===== src/rtl/idelay_tap_sweeper.sv =====
// IDELAY tap sweeper: steps taps 0..31, counts bit errors over a fixed sample
// window per tap into a bin memory, then streams (tap, count) records out.
module idelay_tap_sweeper #(
  parameter int WINDOW_LEN    = 65536,
  parameter int SETTLE_CYCLES = 64,
  parameter int COUNT_WIDTH   = 24
) (
  input  logic                   CLK,
  input  logic                   RST,
  input  logic                   START,
  output logic                   BUSY,
  output logic                   DONE,
  output logic [4:0]             DELAY,
  output logic                   DELAY_LD,
  input  logic                   SAMPLE_STB,
  input  logic                   SAMPLE_ERR,
  output logic                   O_STB,
  output logic [4:0]             O_TAP,
  output logic [COUNT_WIDTH-1:0] O_COUNT,
  input  logic                   O_RDY,
  output logic [2:0]             dbg_state
);

  // Output handshake: a record transfers on the cycle O_STB && O_RDY; while
  // O_STB is high and O_RDY low, O_TAP/O_COUNT hold their value.

  localparam int SW = $clog2(WINDOW_LEN + 1);
  localparam int TW = $clog2(SETTLE_CYCLES + 1);

  typedef enum logic [2:0] {
    IDLE     = 3'd0,
    LOAD     = 3'd1,
    SETTLE   = 3'd2,
    MEASURE  = 3'd3,
    STORE    = 3'd4,
    DUMP_RD  = 3'd5,
    DUMP_OUT = 3'd6,
    FINISH   = 3'd7
  } state_t;

  state_t                 state_q, state_d;
  logic [4:0]             tap_q, tap_d;
  logic [4:0]             idx_q, idx_d;
  logic [TW-1:0]          settle_q, settle_d;
  logic [SW-1:0]          sample_q, sample_d;
  logic [COUNT_WIDTH-1:0] err_q, err_d;
  logic [4:0]             delay_q, delay_d;
  logic                   delay_ld_q, delay_ld_d;
  logic                   busy_q, busy_d;
  logic                   done_q, done_d;
  logic                   o_stb_q, o_stb_d;
  logic [4:0]             o_tap_q, o_tap_d;
  logic [COUNT_WIDTH-1:0] o_count_q, o_count_d;
  logic                   bin_we;
  logic [COUNT_WIDTH-1:0] bin_mem [32];

  always_comb begin
    state_d   = state_q;
    tap_d     = tap_q;
    idx_d     = idx_q;
    settle_d  = settle_q;
    sample_d  = sample_q;
    err_d     = err_q;
    delay_d   = delay_q;
    o_tap_d   = o_tap_q;
    o_count_d = o_count_q;
    bin_we    = 1'b0;
    case (state_q)
      IDLE: begin
        if (START) begin
          tap_d   = 5'd0;
          delay_d = 5'd0;
          state_d = LOAD;
        end
      end
      LOAD: begin
        settle_d = '0;
        state_d  = SETTLE;
      end
      SETTLE: begin
        if (settle_q == TW'(SETTLE_CYCLES - 1)) begin
          sample_d = '0;
          err_d    = '0;
          state_d  = MEASURE;
        end else begin
          settle_d = settle_q + TW'(1);
        end
      end
      MEASURE: begin
        if (SAMPLE_STB) begin
          sample_d = sample_q + SW'(1);
          // Error count sticks at all-ones rather than wrapping.
          if (SAMPLE_ERR && (err_q != {COUNT_WIDTH{1'b1}})) begin
            err_d = err_q + COUNT_WIDTH'(1);
          end
          if (sample_q == SW'(WINDOW_LEN - 1)) begin
            state_d = STORE;
          end
        end
      end
      STORE: begin
        bin_we = 1'b1;
        if (tap_q == 5'd31) begin
          idx_d   = 5'd0;
          state_d = DUMP_RD;
        end else begin
          tap_d   = tap_q + 5'd1;
          delay_d = tap_q + 5'd1;
          state_d = LOAD;
        end
      end
      DUMP_RD: begin
        o_tap_d   = idx_q;
        o_count_d = bin_mem[idx_q];
        state_d   = DUMP_OUT;
      end
      DUMP_OUT: begin
        if (O_RDY) begin
          if (idx_q == 5'd31) begin
            delay_d = 5'd0;
            state_d = FINISH;
          end else begin
            idx_d   = idx_q + 5'd1;
            state_d = DUMP_RD;
          end
        end
      end
      FINISH: begin
        state_d = IDLE;
      end
      default: begin
        state_d = IDLE;
      end
    endcase
    // Registered strobes/flags are decoded from the next state so they line up
    // exactly with the state they describe.
    delay_ld_d = (state_d == LOAD) || (state_d == FINISH);
    done_d     = (state_d == FINISH);
    busy_d     = (state_d != IDLE);
    o_stb_d    = (state_d == DUMP_OUT);
  end

  always_ff @(posedge CLK) begin
    if (RST) begin
      state_q    <= IDLE;
      tap_q      <= '0;
      idx_q      <= '0;
      settle_q   <= '0;
      sample_q   <= '0;
      err_q      <= '0;
      delay_q    <= '0;
      delay_ld_q <= 1'b0;
      busy_q     <= 1'b0;
      done_q     <= 1'b0;
      o_stb_q    <= 1'b0;
      o_tap_q    <= '0;
      o_count_q  <= '0;
    end else begin
      state_q    <= state_d;
      tap_q      <= tap_d;
      idx_q      <= idx_d;
      settle_q   <= settle_d;
      sample_q   <= sample_d;
      err_q      <= err_d;
      delay_q    <= delay_d;
      delay_ld_q <= delay_ld_d;
      busy_q     <= busy_d;
      done_q     <= done_d;
      o_stb_q    <= o_stb_d;
      o_tap_q    <= o_tap_d;
      o_count_q  <= o_count_d;
    end
  end

  // Bins are not reset: every bin is written during the sweep before the dump reads it.
  always_ff @(posedge CLK) begin
    if (bin_we) begin
      bin_mem[tap_q] <= err_q;
    end
  end

  assign BUSY      = busy_q;
  assign DONE      = done_q;
  assign DELAY     = delay_q;
  assign DELAY_LD  = delay_ld_q;
  assign O_STB     = o_stb_q;
  assign O_TAP     = o_tap_q;
  assign O_COUNT   = o_count_q;
  assign dbg_state = state_q;

endmodule


===== config.mk =====
export PLATFORM = sky130hd
export DESIGN_NAME = idelay_tap_sweeper
export DESIGN_NICKNAME = d
export VERILOG_FILES = /design/src/rtl/idelay_tap_sweeper.sv
export SDC_FILE = /design/constraint.sdc
export NUM_CORES = 1
export LEC_CHECK = 0
export BUFFER_PORTS_ARGS = -buffer_cell sky130_fd_sc_hd__buf_2
export CORE_MARGIN = 8
export CORE_UTILIZATION = 55
export DETAILED_ROUTE_END_ITERATION = 10
export PLACE_DENSITY = 0.71
export SYNTH_ARGS = -nofsm -noshare
export SYNTH_HDL_FRONTEND = slang
export SYNTH_SLANG_ARGS = --single-unit

===== constraint.sdc =====
create_clock -name CLK -period 3.44 [get_ports CLK]
set_input_delay 1.032 -clock CLK [delete_from_list [all_inputs] [get_ports CLK]]
set_output_delay 1.032 -clock CLK [all_outputs]
set_load 0.03 [all_outputs]

==> impl_metrics.toml <==
[worst_hold_path]
hp-class = "register to register"
hold_path_depth = 2

[finish]
mostFrequentLayoutCell = "edfxtp_1"
n_fill_cell = 4128
num_antenna_cells = 0
drive_gt1_frac = 0.247
syn_to_final_growth_pct = 13.7
nNetsFinal = 2006
layout_common_cells = "768 x edfxtp_1, 178 x mux4_2, 106 x nand2_1"
final_cells = 2849

[setup_path]
r2r_cells = 5
crit_path_end_kind = "register"
cp-start-kind = "register"
cp_max_fo = 55
arrival_ns = 3.36
criticalPathCategory = "register to register"
crit_required_ns = 3.95

[route]
first_iter_violations = 2374
firstDrtPassIters = 5
wl_mm = 82.1
drc_errors = 0
vias = 18431
drt-vias-per-instance = 6.47
wl_per_cell_um = 28.8
antenna_left = 0

[job]
cap_violations = 0

[sta]
hold_viol = 0
relSlewSlack = 0.273
rsz0062_at_grt = "no"
tightest_slew_ns = 1.08
setup_ws_ns = 0.582
finalSetupViolCount = 0
setup_tns_ns = 0
min_period_ns = 2.86
period_share = 0.831
finalClockSkew_ns = 0.0273
drv_slew = 0
fmax_ghz = 0.350

[global_routing]
grt.total_usage = 0.234
grt_util_met1 = 0.326
grt_overflow_total = 0
busiest_layer = "met2"
grt_pass1_vias = 18540
grt_max_degree = 56
antenna_found_initial = 2
grt_use_met3 = 0.0546
met2_usage = 0.366
grt_pass1_wl_mm = 122

[pwr]
p_per_area_nw_per_um2 = 547
irDropWorstVdd_v = 0.000393
p_leak_nw = 11.3

[place]
pre_cts_ws_ns = 0.359
hpwl_mm = 50.5
port_buffers = 46
globalplace.congestion = 0.870
dp.cells = 2692

[synth]
ys_ff_latch = 867
synth_flop_cell = "edfxtp_1"
syn_area_sq_um = 33900
async_flop_share = 0
yosys_warnings = 0
ys_seq_area_frac = 0.738
avgSynthCellArea_sq_um = 18.3
synth_fp_nets = 1869
synth_edf_count = 768
synth.distinct_cells = 71
syn_inst = 1852

[clock_network]
clock_latency_ns = 0.65
cts_buffer_depth = 3
numCtsBuffers = 85
root_buffer = "clkbuf_16"
cts_setup_buffers = 0
clock-sinks = 867
ctsResizeCount = 0
cts_tree = "done"
cts.clk_slew.worst_paths_ns = 0.06
cts_hold_repair.buffers = 0
h-tree-depth = 3

[run_status]
status = "complete, no violations"

[die]
core_sq_um = 61400
dieArea_sq_um = 69900
core.rowCount = 91
die_w_um = 264
io_pins = 47
initial_core_util = 0.553
die_y_um = 264
-- power breakdown --
part	leakage [nW]	internal [mW]	switching [mW]
Clock	1.42	5.62	3.94
Sequential	7.13	11.3	0.0127
Combinational	2.78	0.0748	0.172
Total	11.3	17.0	4.12
-- worst max-delay path, cell delays in order (launching register included) --
cell and delay (ns):
dfxtp_4 0.84, buf_12 0.41, buf_4 0.45, mux4_2 0.39, a32oi_1 0.47, o21ai_1 0.10
-- metal layers --
layer | vias up | routed length (um) | share of wire
met3 | 193 | 7910 | 0.096
met1 | 9430 | 32500 | 0.40
met4 | 4 | 2770 | 0.034
met5 | - | 31 | 0.00038
li1 | 7810 | - | -
met2 | 994 | 38900 | 0.47
-- logic make-up (layout without fill, tap and decap cells) --
| group | count (synthesis) | count (layout) | synth area share |
|---|---|---|---|
| xor gates and xnor gates | 22 | 22 | 0.00568 |
| DFF | 867 | 867 | 0.738 |
| adders and majority gates | 11 | 11 | 0.00406 |
| muxes | 218 | 218 | 0.130 |
| buffers and inverters | 117 | 324 | 0.0179 |
| AOI/OAI and AO/OA | 234 | 234 | 0.0476 |
| and+or+nand+nor | 383 | 383 | 0.0570 |
-- per-stage QoR --
step	hold WS, ns	util	area (sq um)	total power [mW]
2_1_floorplan	0.454	-	33900	11.7
3_3_place_gp	0.446	0.582	35700	11.8
3_5_place_dp	0.450	0.582	35700	11.8
4_1_cts	0.461	0.629	38600	21.2
5_1_grt	0.472	0.629	38600	21.6
6_report	0.460	0.629	38600	21.1
-- flip-flops by register name (all words and copies together), names as in the netlist, 3 cells and up --
name       flops
DELAY          5
O_COUNT       24
O_TAP          5
bin_mem      768
dbg_state      3
err_q         24
idx_q          5
sample_q      17
settle_q       7
tap_q          5
-- synth_stat cells (16+ instances only) --
master    number  share of area
nor2_1       100          0.011
nand3_1       49         0.0072
a21oi_1       55         0.0081
o21ai_0       19         0.0028
edfxtp_1     768           0.68
nand4_1       22         0.0041
inv_1         16         0.0018
buf_2         32         0.0047
nand2_1      106          0.012
or3_1         19         0.0035
a22oi_1       55          0.012
mux2i_1       40          0.012
dfxtp_1       99          0.058
clkbuf_1      35         0.0039
mux4_2       178           0.12
a32oi_1       17         0.0044
-- cell type report --
| cell class | instances | area (sq um) | area share |
|---|---|---|---|
| timing repair buffer | 147 | 1150 | 0.0298 |
| multi-input combinational | 868 | 8440 | 0.219 |
| clock inverter | 50 | 616 | 0.0160 |
| tap | 790 | 988 | 0.0256 |
| clock buffer | 107 | 2270 | 0.0588 |
| sequential | 867 | 25100 | 0.649 |
| inverter | 20 | 75.1 | 0.00195 |
-- path summary, 6_finish.rpt --
kind | startpoint | slack [ns] | endpoint
setup / recovery | idx_q[1] | 0.58 | O_COUNT[17]
hold / removal | O_TAP[4] | 0.46 | O_TAP[4]
setup reg to reg | idx_q[1] | 0.58 | O_COUNT[17]
hold reg to reg | O_TAP[4] | 0.46 | O_TAP[4]
Note: power is estimated with default switching activity, not from simulation.
